### src/rtl/rx_comma_aligner.sv
// Serial-to-10b deserialiser that finds and tracks the K28.5 comma boundary.
// Bit 'a' arrives first and lands in symbol10_o[0].
//
// state  | meaning
// HUNT   | searching every bit position for a comma
// CHECK  | boundary chosen, collecting confirming aligned commas
// LOCKED | boundary confirmed, data symbols delivered at fixed phase
module rx_comma_aligner #(
    parameter int COMMA_CONFIRM = 2,
    parameter int TIMEOUT_SYMS  = 16
) (
    input  logic       clkRx_i,
    input  logic       rst_i,
    input  logic       enb_i,
    input  logic       serialIn_i,
    output logic [9:0] symbol10_o,
    output logic       symValid_o,
    output logic       k285Det_o,
    output logic       locked_o,
    output logic       alignErr_o
);
    localparam int CW = $clog2(COMMA_CONFIRM + 1);
    localparam int TW = $clog2(TIMEOUT_SYMS + 1);
    localparam logic [CW-1:0] CONF_MAX  = CW'(COMMA_CONFIRM);
    localparam logic [CW-1:0] CONF_LAST = CW'(COMMA_CONFIRM - 1);
    localparam logic [TW-1:0] TO_LAST   = TW'(TIMEOUT_SYMS - 1);
    localparam logic [9:0]    K285_RDN  = 10'h17C;
    localparam logic [9:0]    K285_RDP  = 10'h283;

    typedef enum logic [1:0] {HUNT, CHECK, LOCKED} state_t;

    state_t          state_q, state_d;
    logic [9:0]      sr_q, sr_d;
    logic [9:0]      sym_q, sym_d;
    logic [3:0]      bit_cnt_q, bit_cnt_d;
    logic [CW-1:0]   conf_q, conf_d;
    logic [TW-1:0]   to_q, to_d;
    logic            valid_q, valid_d;
    logic            k_q, k_d;
    logic            err_q, err_d;

    logic [9:0]      win;
    logic            match;
    logic            boundary;

    assign win      = {serialIn_i, sr_q[9:1]};
    assign match    = (win == K285_RDN) || (win == K285_RDP);
    assign boundary = (bit_cnt_q == 4'd9);

    always_comb begin
        state_d   = state_q;
        sr_d      = sr_q;
        sym_d     = sym_q;
        bit_cnt_d = bit_cnt_q;
        conf_d    = conf_q;
        to_d      = to_q;
        valid_d   = 1'b0;
        k_d       = 1'b0;
        err_d     = 1'b0;
        if (enb_i) begin
            sr_d      = win;
            bit_cnt_d = boundary ? 4'd0 : bit_cnt_q + 4'd1;
            // A comma anywhere in HUNT, or off-boundary once aligned, (re)sets the phase.
            if (match && (state_q == HUNT || !boundary)) begin
                sym_d     = win;
                valid_d   = 1'b1;
                k_d       = 1'b1;
                err_d     = (state_q != HUNT);
                bit_cnt_d = 4'd0;
                conf_d    = CW'(1);
                to_d      = '0;
                state_d   = (COMMA_CONFIRM == 1) ? LOCKED : CHECK;
            end else if (state_q != HUNT && boundary) begin
                sym_d   = win;
                valid_d = 1'b1;
                k_d     = match;
                if (match) begin
                    to_d = '0;
                    if (conf_q != CONF_MAX) conf_d = conf_q + CW'(1);
                    if (state_q == CHECK && conf_q == CONF_LAST) state_d = LOCKED;
                end else if (state_q == CHECK) begin
                    if (to_q == TO_LAST) begin
                        state_d = HUNT;
                        conf_d  = '0;
                        to_d    = '0;
                    end else begin
                        to_d = to_q + TW'(1);
                    end
                end
            end
        end
    end

    always_ff @(posedge clkRx_i) begin
        if (rst_i) begin
            state_q   <= HUNT;
            sr_q      <= '0;
            sym_q     <= '0;
            bit_cnt_q <= '0;
            conf_q    <= '0;
            to_q      <= '0;
            valid_q   <= 1'b0;
            k_q       <= 1'b0;
            err_q     <= 1'b0;
        end else begin
            state_q   <= state_d;
            sr_q      <= sr_d;
            sym_q     <= sym_d;
            bit_cnt_q <= bit_cnt_d;
            conf_q    <= conf_d;
            to_q      <= to_d;
            valid_q   <= valid_d;
            k_q       <= k_d;
            err_q     <= err_d;
        end
    end

    assign symbol10_o = sym_q;
    assign symValid_o = valid_q;
    assign k285Det_o  = k_q;
    assign alignErr_o = err_q;
    assign locked_o   = (state_q == LOCKED);

endmodule

### config.mk
export PLATFORM = sky130hd
export DESIGN_NAME = rx_comma_aligner
export DESIGN_NICKNAME = d
export VERILOG_FILES = /design/src/rtl/rx_comma_aligner.sv
export SDC_FILE = /design/constraint.sdc
export NUM_CORES = 1
export LEC_CHECK = 0
export ABC_CLOCK_PERIOD_IN_PS = 3950
export CAP_MARGIN = 5
export CELL_PAD_IN_SITES_DETAIL_PLACEMENT = 1
export CELL_PAD_IN_SITES_GLOBAL_PLACEMENT = 1
export CORE_MARGIN = 2
export CORE_UTILIZATION = 45
export CTS_CLUSTER_DIAMETER = 60
export CTS_CLUSTER_SIZE = 28
export DETAILED_ROUTE_END_ITERATION = 10
export PLACE_DENSITY = 0.85
export SLEW_MARGIN = 20
export SYNTH_ARGS = -nofsm -noshare
export SYNTH_HDL_FRONTEND = slang
export SYNTH_SLANG_ARGS = --single-unit
### constraint.sdc
create_clock -name clkRx_i -period 3.95 [get_ports clkRx_i]
set_clock_uncertainty 0.2 [all_clocks]
set_input_delay 0.395 -clock clkRx_i [delete_from_list [all_inputs] [get_ports clkRx_i]]
set_output_delay 0.395 -clock clkRx_i [all_outputs]
set_load 0.005 [all_outputs]
==> results.cfg, run 1 <==
[grt]
gr-total-overflow = 0
grt_antenna_before_repair = 0
grt_pass1_wl_um = 6420
grt_pass1_vias = 1290
grt_usage_pct = 20.5
grt_max_degree = 24

[floorplan]
die-area_um2 = 3970
start_util_pct = 46.9
core_um2 = 3340
io_pins = 18
fp.dieH_um = 63
rows = 21
die_x_um = 63

[clock_network]
clockRootBuffer = clkbuf_4
clockBufferDepth = 2
insertion_delay_ns = 0.33
cts_buffers = 5
cts_tree = built
cts_setup_buffers = 0
cts_hold_buffers = 0
cts-resized-gates = 0
clock_sink_count = 35
cts.clk_slew.worst_paths_ns = 0.11
htreeDepth = 2

[synth]
ys_types = 40
ys_seq_area_share_pct = 44.7
syn_nets = 174
postSynthCellCount = 165
synth_warnings = 0
synth.cell_area_um2 = 1570
synth_edf_count = 0
synth-main-ff-cell = dfxtp_1
ys_async_sr_fraction_pct = 0
avgSynthCellArea_um2 = 9.49
yosys_register_bits = 35

[final_layout]
drive_gt1_share_pct = 9.73
final_cell_mix = 35 x dfxtp_1, 27 x nor2_1, 19 x mux2i_1
n_antenna_cell = 0
layout_commonest_cell = dfxtp_1
area_delta_synth_final_pct = 19.6
nNetsFinal = 193

[place]
portBuffers = 17
globalplace.congestion = 0.819
hpwl_um = 2640

[worst_setup_path]
cpLargestDelayFamily = simple AND/OR/NAND/NOR gates
path_max_fanout = 8
cp.required_ns = 4.00
r2r_slack_ns = 1.43
worst-path-buf-inv = 1
slowest_stage = or4b_1
end_kind = register
cp_data_arrival_time_ns = 2.71
crit_chain = clkdlybuf4s50_1 > or4b_1 > nor4b_4 > nor2_2 > or4_1 > a21oi_1
cp-start-kind = primary input
crit_type = in2reg
critPathMaxStageDelay_ns = 0.60

[run_status]
status = finished, final reports clean

[drt]
topRoutingLayerUsed = met4
wl_per_cell_um = 15.8
wl_um = 3640
dr_wl_met2_um = 1910
wl_met3_um = 136
m1WireLength_um = 1550
vias_per_cell = 5.45
via_count = 1259
ant_nets = 0
drt_pass1_iterations = 4
first_iter_violations = 71
drc = 0

[power]
p_leak_uw = 0.000747
peakVddDrop_v = 0.000217
power_uw = 657
power_density_nw_per_um2 = 351

[timing]
tightestPinTransition_ns = 0.857
clock.fmax_mhz = 376
setup_viol_count_final = 0
hold_viol_final = 0
drv_slew = 0
rsz0062_at_grt = no
min_period_over_period_pct = 67.4
relSlewSlack_pct = 42.7
period_minus_slack_ns = 2.66
fin_tns_setup_ns = 0

[run]
drv_cap = 0

[hold_path]
min_path_type = reg2reg
-- report_power, final --
part | switching (µW) | total (µW) | internal [µW]
Clock | 122 | 271 | 150
Sequential | 3.55 | 359 | 356
Combinational | 15.5 | 26.6 | 11.2
Total | 141 | 657 | 516
-- synth_stat cells, types with 2 or more instances --
| cell type | number | area share, % |
|---|---|---|
| dfxtp_1 | 35 | 45 |
| nor2_1 | 27 | 6.5 |
| mux2i_1 | 19 | 12 |
| a21oi_1 | 13 | 4.2 |
| nand2_1 | 7 | 1.7 |
| nor3_1 | 6 | 1.9 |
| ha_1 | 5 | 4.0 |
| nand3_1 | 5 | 1.6 |
| inv_1 | 4 | 0.96 |
| nand3b_1 | 4 | 1.9 |
| clkbuf_1 | 3 | 0.72 |
| nand4_1 | 3 | 1.2 |
| nand4b_1 | 2 | 1.1 |
| nor2b_1 | 2 | 0.80 |
| o21ai_0 | 2 | 0.64 |
| o221a_2 | 2 | 1.4 |
| o31ai_1 | 2 | 0.96 |
| or4_1 | 2 | 0.96 |
-- registers in the layout, summed over array words and instances, names as in the netlist --
register,count
alignErr_o,1
conf_q,2
symbol10_o,10
to_q,5
symValid_o,1
sr_q,9
state_q,2
bit_cnt_q,4
k285Det_o,1
-- worst paths after layout --
check / depth (start not counted) / from / endpoint
worst max-delay path: 6 / serialIn_i / conf_q[1]
worst min-delay path: 1 / to_q[4] / to_q[4]
worst max register to register: 4 / sr_q[8] / conf_q[0]
worst min register to register: 1 / to_q[4] / to_q[4]
-- area by class of cell --
cell class / count / area [µm²]
clock buffers: 6 / 51.3
clock inverters: 2 / 35.0
fillers: 395 / 1460
inverters: 4 / 15.0
multi-input cells: 119 / 828
flip-flops and latches: 35 / 701
well taps: 46 / 57.6
repair buffers: 19 / 185
-- per-layer routing --
| metal | GRT usage (%) | vias to the layer above |
|---|---|---|
| met5 | 0 | - |
| met4 | 7.22 | 0 |
| met3 | 5.95 | 4 |
| met2 | 34.3 | 28 |
| met1 | 25.1 | 599 |
| li1 | - | 628 |
-- cells by family after synthesis --
logic type | count (synthesis) | share of synthesized area (%)
xor+xnor | 1 | 0.559
fa+ha+maj | 5 | 3.99
mux | 19 | 12.1
buf+inv | 11 | 3.27
flops | 35 | 44.7
compound gates | 22 | 8.63
simple gates | 72 | 26.7
-- metrics by stage --
step	setup WS, ns	util, %	instances	hold slack [ns]	instance area [µm²]
floorplan	1.70	-	165	0.251	1570
global placement	1.09	53.3	223	0.263	1780
detailed placement	0.988	53.3	223	0.264	1780
CTS	1.31	55.9	231	0.281	1860
global route	1.17	56.1	231	0.290	1870
finish	1.29	56.1	231	0.276	1870
(Power assumes the default switching activity.)
==> run 2, diff against run 1 <==
ABC_CLOCK_PERIOD_IN_PS = 2250   (was 3950)
CORE_UTILIZATION = 38   (was 45)
PLACE_DENSITY = 0.77   (was 0.85)
clock period = 2.25 ns   (was 3.95 ns; I/O delays follow)
==> run 2 against run 1 <==
  * The flow now finishes with violations (setup timing)
  * Sequential cell count did not move
  * Final cell count increased by 12%
  * Largest power group unchanged
  * Power increased by 79%
  * Die area is 17% higher
  * Utilization decreased by 3.2 points
  * Largest cell class unchanged
  * Sequential power up 75%
  * Highest routed layer unchanged
  * Combinational power rose by 140%
  * Wire length up 19%
  * Critical path depth rose by 1
  * Via count grew 12%
==> results.cfg, run 2 (synthesis gave the netlist of run 1 again) <==
[timing]
rsz0062_at_grt = yes
drv_slew = 0
relSlewSlack_pct = 64.1
period_minus_slack_ns = 2.27
tightestPinTransition_ns = 0.534
min_period_over_period_pct = 101
setup_slack_ns = -0.0178
hold_viol_final = 0
clock.fmax_mhz = 441
setup_viol_count_final = 1
fin_tns_setup_ns = -0.0178

[drt]
dr_wl_met2_um = 2210
m1WireLength_um = 1890
wl_per_cell_um = 16.8
drc = 0
vias_per_cell = 5.42
topRoutingLayerUsed = met4
wl_met3_um = 140
first_iter_violations = 72
ant_nets = 0
drt_pass1_iterations = 2
via_count = 1404
wl_um = 4350

[final_layout]
fin_util_pct = 52.9
layout_commonest_cell = dfxtp_1
final_cell_mix = 35 x dfxtp_1, 27 x nor2_1, 24 x buf_4
largest_reg_flops = 10
nNetsFinal = 217
n_fill_cell = 455
n_antenna_cell = 0
post-route-cell-area_um2 = 2100
area_delta_synth_final_pct = 34.1
drive_gt1_share_pct = 21.5

[run]
drv_cap = 0

[worst_setup_path]
end_kind = register
cp.required_ns = 2.28
path_max_fanout = 6
ff2ff_path_depth = 6
cp_data_arrival_time_ns = 2.30
cp-start-kind = primary input
crit_type = in2reg

[power]
p_leak_uw = 0.000876
power_uw = 1180
power_density_nw_per_um2 = 561
peakVddDrop_v = 0.000383

[grt]
grt_pass1_vias = 1475
grt_max_degree = 24
grt_antenna_before_repair = 0
gr-total-overflow = 0
grt_usage_pct = 20.3
grt_pass1_wl_um = 6890

[clock_network]
cts_hold_buffers = 0
cts_buffers = 5
clock_sink_count = 35
clockBufferDepth = 2
clockRootBuffer = clkbuf_8
cts_tree = built
insertion_delay_ns = 0.30
cts.clk_slew.worst_paths_ns = 0.08
htreeDepth = 2

[floorplan]
die-area_um2 = 4650
core_um2 = 3970
die_x_um = 68.2
fp.dieH_um = 68.2
rows = 23
io_pins = 18
start_util_pct = 39.4

[run_status]
status = finished with violations
violations = setup timing

[place]
dpl_worst_slack_ns = -0.326
globalplace.congestion = 0.839
portBuffers = 17
hpwl_um = 3040
placed_area_um2 = 1970

[hold_path]
min_path_type = reg2reg
hold_depth = 1
## run 2: path summary, 6_finish.rpt
| kind | from | to | slack, ns |
|---|---|---|---|
| max | serialIn_i | conf_q[1] | -0.02 |
| min | to_q[4] | to_q[4] | 0.29 |
| min reg2reg | to_q[4] | to_q[4] | 0.29 |
| max reg2reg | sr_q[6] | conf_q[1] | 0 |
## run 2: power by group
part / switching, µW / internal [µW] / total (µW)
Sequential: 3.64 / 624 / 627
Clock: 268 / 221 / 489
Combinational: 34.7 / 28.4 / 63.1
## run 2: repair_timing
item                                   4_1_cts  5_1_grt
gates resized for setup                      1        3
setup buffers                                1        1
pin swaps                                    1        1
setup endpoints to repair                    4       14
endpoints found under the hold margin        0        0
## run 2: critical path, stage by stage
cell and delay [ns]:
clkdlybuf4s50_1 0.41, or4b_1 0.57, nor4b_4 0.23, buf_4 0.20, nor2_2 0.06, or4_1 0.46, a21oi_1 0.14
## run 2: final cells by class
class	count	area, µm²	area share (%)
tap	50	62.6	2.98
inverter	4	15.0	0.715
sequential	35	701	33.4
timing repair buffer	43	390	18.6
multi-input combinational	119	840	40.0
clock inverter	3	23.8	1.13
clock buffer	5	68.8	3.28
## run 2: stage by stage
stage | cells | hold slack, ns
finish | 259 | 0.287
global route | 259 | 0.304
CTS | 258 | 0.282
detailed placement | 249 | 0.271
global placement | 249 | 0.266
floorplan | 165 | 0.169
## run 2: layer usage
metal  up-vias  global-route usage [%]
met4         0                    8.75
li1        675                       -
met2        21                    35.8
met3        11                    5.26
met1       697                    22.9
met5         -                       0
==> run 3, diff against run 2 <==
--- a/constraint.sdc
+++ b/constraint.sdc
@@ -3,3 +3,3 @@
 set_input_delay 0.225 -clock clkRx_i [delete_from_list [all_inputs] [get_ports clkRx_i]]
 set_output_delay 0.225 -clock clkRx_i [all_outputs]
-set_load 0.005 [all_outputs]
+set_load 0.02 [all_outputs]
==> results of run 3 <==
No change in the layout: final DEF, timing and power equal those of run 2.
==> variant 1: new RTL, flow settings as in run 2 <==
Encoding of `state_t`: now one-hot (3 bits for 3 states).
--- a/src/rtl/rx_comma_aligner.sv
+++ b/src/rtl/rx_comma_aligner.sv
@@ -27,7 +27,7 @@
     localparam logic [9:0]    K285_RDN  = 10'h17C;
     localparam logic [9:0]    K285_RDP  = 10'h283;
 
-    typedef enum logic [1:0] {HUNT, CHECK, LOCKED} state_t;
+    typedef enum logic [2:0] {HUNT = 3'b001, CHECK = 3'b010, LOCKED = 3'b100} state_t;
 
     state_t          state_q, state_d;
     logic [9:0]      sr_q, sr_d;
Formal check against the unedited RTL: same outputs for any inputs over 10 cycles, from zero or initial values and one cycle with rst_i high; not proved beyond that.
==> variant 1 against run 2 <==
  * Via count increased by 2.3%
  * Routed wire length increased by 1.7%
  * Sequential cell count is 1 higher
  * Total power about the same
  * Global-route usage down 1.1 points
  * Design area fell by 2.9%
  * Area after synthesis grew 8.5%
  * Worst setup slack gained 260 ps
==> variant 1: results (changes against run 2) <==
Mux contribution to synthesized area - 0.112 (-0.00948)
Synth Area in Compound Gates - 0.116 (+0.0293)
CP max stage delay - 490 ps (-80 ps)
CP startpoint - sr_q[4]$_SDFFE_PP0P_
Detailed Place HPWL - 3240 um (+6.4%)
Path type of the worst min-delay path - reg -> reg
Vias in the first global route - 1,579 (+7.1%)
Global Route met2 Usage - 0.335 (-0.0226)
First DRT Iteration DRCs - 48 (-33%)
M3 GR Usage - 0.0442 (-0.00847)
DP Worst Slack - -188 ps (+138 ps)
Layout cells sized above 1 - 0.124 (-0.0915)
Gr ovfl total - 0 (unchanged)
Top cells by area, synth - dfxtp_1, mux2i_1, nor2_1, ha_1, nand2_1
M1 GR Usage - 0.224 (-0.00449)
Worst setup endpoint - bit_cnt_q[1]$_SDFFE_PP0P_
LEAKAGE - 0.852 nW (-2.7%)
Worst-path maximum fanout - 13 (+7)
Initial antenna violation count - 0 (unchanged)
NumNets Final - 210 (-3.2%)
Commonest cells in the netlist - dfxtp_1, nor2_1, mux2i_1
Slew @ Worst Pin - 425 ps (-110 ps)
Largest net degree at the start of global routing - 21 (-13%)
First-pass GRT wire length - 7560 um (+9.8%)
Seq/Total Area, Yosys - 0.424 (-0.0231)
Post-Route WL - 4420 um (+1.7%)
GP Congestion - 0.766 (-8.7%)
1st-pass router iterations - 4 (+2)
Slowest cell on the critical path - or4_1
Vias/cell - 5.65 (+4.3%)
GRT Resource Usage Total - 0.192 (-0.0107)
Max VDD drop - 0.000448 V (+17%)
Status - finished clean
Register Area - 721 sq um (+2.9%)
Clock transition at path regs - 70 ps
Synth Area in XOR/XNOR - 0.00515 (-0.000436)
# port buffers - 17 (unchanged)
Post-route minimum period - 2010 ps (-259 ps)
Unique masters post-synth - 47 (+18%)
Post-Place Cells - 245 (-1.6%)
Async set-reset flop share out of synthesis - 0 (unchanged)
Reg2reg path depth - 5 (-1)
Fillers - 521 (+15%)
WL/cell - 17.4 um (+3.7%)
Cell count after synthesis - 180 (+9.1%)
Post-DP Area - 1920 sq um (-2.6%)
Post-synthesis adder-cell area fraction - 0.0368 (-0.00312)
Syn Nets - 189 (+8.6%)
CTS max path bufs - 2 (unchanged)
variant 1: cell types whose count changed after synthesis, moves of 3 or more:
cell / delta
a31oi_1: +3
nor3_1: -4
a21oi_1: -5
inv_1: +3
nand2_1: +7
nor4b_1: +3
nand3b_1: -4
variant 1: cell families after synthesis:
group / after synthesis
flip-flops: 36
XOR/XNOR: 1
adder cells (fa/ha/maj): 5
AO/OA/AOI/OAI: 28
AND/OR/NAND/NOR: 75
buffers and inverters: 16
multiplexers: 19
variant 1: worst min-delay path by stage:
stage,end,slack (ps),depth (start not counted)
CTS,to_q[4]$_SDFFE_PP0P_,290,1
floorplan,symbol10_o[9]$_SDFFE_PP0P_,170,2
global route,to_q[4]$_SDFFE_PP0P_,320,1
global placement,to_q[4]$_SDFFE_PP0P_,270,1
detailed placement,to_q[4]$_SDFFE_PP0P_,280,1
finish,to_q[4]$_SDFFE_PP0P_,290,1
variant 1: repair_timing:
item,4_1_cts,5_1_grt
resized for setup,0,1
buffers inserted,0,1
endpoints found under the setup margin,0,12
variant 1: metrics by stage:
step	total power [W]	hold WS (ps)
2_1_floorplan	0.000697	169
3_3_place_gp	0.000713	267
3_5_place_dp	0.000718	281
4_1_cts	0.00120	294
5_1_grt	0.00123	316
6_report	0.00118	289
variant 1: cell type report:
class,instances,share of cell area
clock buffer,5,0.0337
timing repair buffer,23,0.112
clock inverter,3,0.0117
inverter,7,0.0129
tap,52,0.0319
sequential,36,0.353
multi-input combinational,128,0.445
variant 1: power by group:
group	internal [W]	leakage [nW]	total (W)	switching (W)
clock network	0.000219	0.0404	0.000478	0.000259
registers	0.000642	0.291	0.000649	0.00000700
logic	0.0000210	0.521	0.0000535	0.0000325
variant 1: metal layers:
layer / routed length [um] / share of wire / up-vias
met4: 73 / 0.017 / 0
met2: 2280 / 0.52 / 20
met1: 1920 / 0.43 / 724
met5: 0 / 0 / -
met3: 150 / 0.034 / 6
li1: - / - / 686
==> variant 2: new RTL, settings of run 2 <==
Made on the original files. Set the parameter `COMMA_CONFIRM` to 4 (it was 2).
--- a/src/rtl/rx_comma_aligner.sv
+++ b/src/rtl/rx_comma_aligner.sv
@@ -6,7 +6,7 @@
 // CHECK  | boundary chosen, collecting confirming aligned commas
 // LOCKED | boundary confirmed, data symbols delivered at fixed phase
 module rx_comma_aligner #(
-    parameter int COMMA_CONFIRM = 2,
+    parameter int COMMA_CONFIRM = 4,
     parameter int TIMEOUT_SYMS  = 16
 ) (
     input  logic       clkRx_i,
Check against the original RTL: no difference found for any inputs over 10 cycles, from zero or initial values and one cycle with rst_i high; that may be too few to reach the edited logic, so the function may still have changed.
==> variant 2 against run 2 <==
  * Register-to-register slack improved by 110 ps
  * First-iteration DRC count down 17%
  * Sequential cell count rose by 1
  * Critical path depth stayed put
  * Design area is 0.12% lower
  * Non-clock buffer count fell by 8
  * Routed wire length decreased by 5.5%
  * Global-route usage is 1.9 points lower
  * Cell count decreased by 1.9%
  * Area after synthesis increased by 4.0%
  * Critical path type is now reg -> reg
  * Total power grew 6.2%
  * Worst setup slack improved by 130 ps
==> variant 2: results (changes against run 2) <==
Post-Route WL - 4110 um (-5.5%)
Top cells by area, synth - dfxtp_1, mux2i_1, nor2_1, ha_1, a21oi_1
Syn_area_per_cell - 9.58 sq um (+0.93%)
Initial antenna violation count - 0 (unchanged)
Post-DP Area - 1940 sq um (-1.6%)
CTS max path bufs - 2 (unchanged)
GRT Resource Usage Total - 0.184 (-0.0193)
Total number of vias - 1,414 (+0.71%)
Crit end category - flip-flop
Syn Nets - 180 (+3.4%)
First-pass GRT wire length - 7090 um (+2.9%)
CTS H-tree lvls - 2 (unchanged)
Total CTS buffers - 5 (unchanged)
Detailed Place HPWL - 2930 um (-3.7%)
Layout cells sized above 1 - 0.176 (-0.0388)
Worst-path maximum fanout - 5 (-1)
Async set-reset flop share out of synthesis - 0 (unchanged)
# port buffers - 17 (unchanged)
Root Driver - clkbuf_8
Unique masters post-synth - 43 (+7.5%)
Largest net degree at the start of global routing - 19 (-21%)
WL/cell - 16.2 um (-3.6%)
GP Congestion - 0.835 (-0.55%)
Status - finished clean
1st-pass router iterations - 4 (+2)
LEAKAGE - 0.852 nW (-2.7%)
Clock transition at path regs - 80 ps (about the same)
Seq/Total Area, Yosys - 0.442 (-0.00489)
Min-delay src - to_q[4]$_SDFFE_PP0P_
First DRT Iteration DRCs - 60 (-17%)
Max FFs per register - 10 (unchanged)
Vias in the first global route - 1,491 (+1.1%)
Crit path setup slack, layout - 108 ps (+126 ps)
Crit start category - flip-flop
Worst rel slew slack - 0.660 (+0.0189)
Warnings, synthesis - 0 (unchanged)
RR Startpoint - bit_cnt_q[0]$_SDFFE_PP0P_
Antenna diode count - 0 (unchanged)
Max VDD drop - 0.000408 V (+6.4%)
Path type of the worst min-delay path - reg -> reg
Hold Path Depth - 1 (unchanged)
CP top delay family - simple AND/OR/NAND/NOR gates
CP max stage delay - 500 ps (-70 ps)
Psw - 0.000261 W (-15%)
Clk_lat worst skew - 290 ps
Slowest cell on the critical path - or4_1
Fillers - 450 (-1.1%)
Worst Path Arrival - 2140 ps (-160 ps)
Commonest cells in the netlist - dfxtp_1, nor2_1, mux2i_1
Worst setup endpoint - conf_q[2]$_SDFFE_PP0P_
DP Worst Slack - -177 ps (+150 ps)
NumNets Final - 213 (-1.8%)
variant 2: area by class of cell:
cell class,instances,share of cell area
clock buffer,6,0.0346
sequential,36,0.343
timing repair buffer,35,0.145
clock inverter,2,0.0167
multi-input combinational,117,0.416
tap,50,0.0298
inverter,8,0.0143
variant 2: metal layers:
layer / wire (um) / GRT usage / vias up
li1: - / - / 681
met1: 1730 / 0.209 / 697
met2: 2130 / 0.316 / 25
met3: 146 / 0.0523 / 11
met4: 100 / 0.0850 / 0
met5: 0 / 0 / -
variant 2: worst reg2reg max path: cells and delay by family (launching register included):
family / cells / cell delay (ps)
flip-flops: 1 / 420
AO/OA/AOI/OAI: 2 / 220
buffers and inverters: 1 / 170
AND/OR/NAND/NOR: 3 / 850
adder cells (fa/ha/maj): 1 / 190
variant 2: logic make-up after synthesis:
logic type,synth area share
AO/OA/AOI/OAI,0.131
buffers and inverters,0.0484
AND/OR/NAND/NOR,0.204
XOR/XNOR,0.00538
adder cells (fa/ha/maj),0.0461
flip-flops,0.442
multiplexers,0.123
variant 2: stage by stage:
stage               power [W]  utilization  setup TNS (ps)
floorplan            0.000690            -               0
global placement     0.000708        0.478           -7.71
detailed placement   0.000709        0.478           -1240
CTS                   0.00127        0.507               0
global route          0.00130        0.517               0
finish                0.00125        0.517               0
variant 2: worst min path at each step:
stage	to	slack (ps)
global route	to_q[4]$_SDFFE_PP0P_	310
finish	to_q[4]$_SDFFE_PP0P_	290
global placement	to_q[4]$_SDFFE_PP0P_	260
CTS	to_q[4]$_SDFFE_PP0P_	290
floorplan	symbol10_o[9]$_SDFFE_PP0P_	170
detailed placement	to_q[4]$_SDFFE_PP0P_	280
variant 2: power groups by stage:
stage / clock network (W) / logic (W) / registers (W)
finish: 0.000557 / 0.0000465 / 0.000649
global route: 0.000598 / 0.0000514 / 0.000649
CTS: 0.000577 / 0.0000467 / 0.000648
detailed placement: 0 / 0.0000463 / 0.000663
global placement: 0 / 0.0000451 / 0.000663
floorplan: 0 / 0.0000293 / 0.000661
variant 2: timing repair:
item / 4_1_cts / 5_1_grt
endpoints found under the setup margin: 2 / 7
resized for setup: 2 / 6
setup buffers: 0 / 1
hold endpoints to repair: 0 / 0
pin swaps: 0 / 0
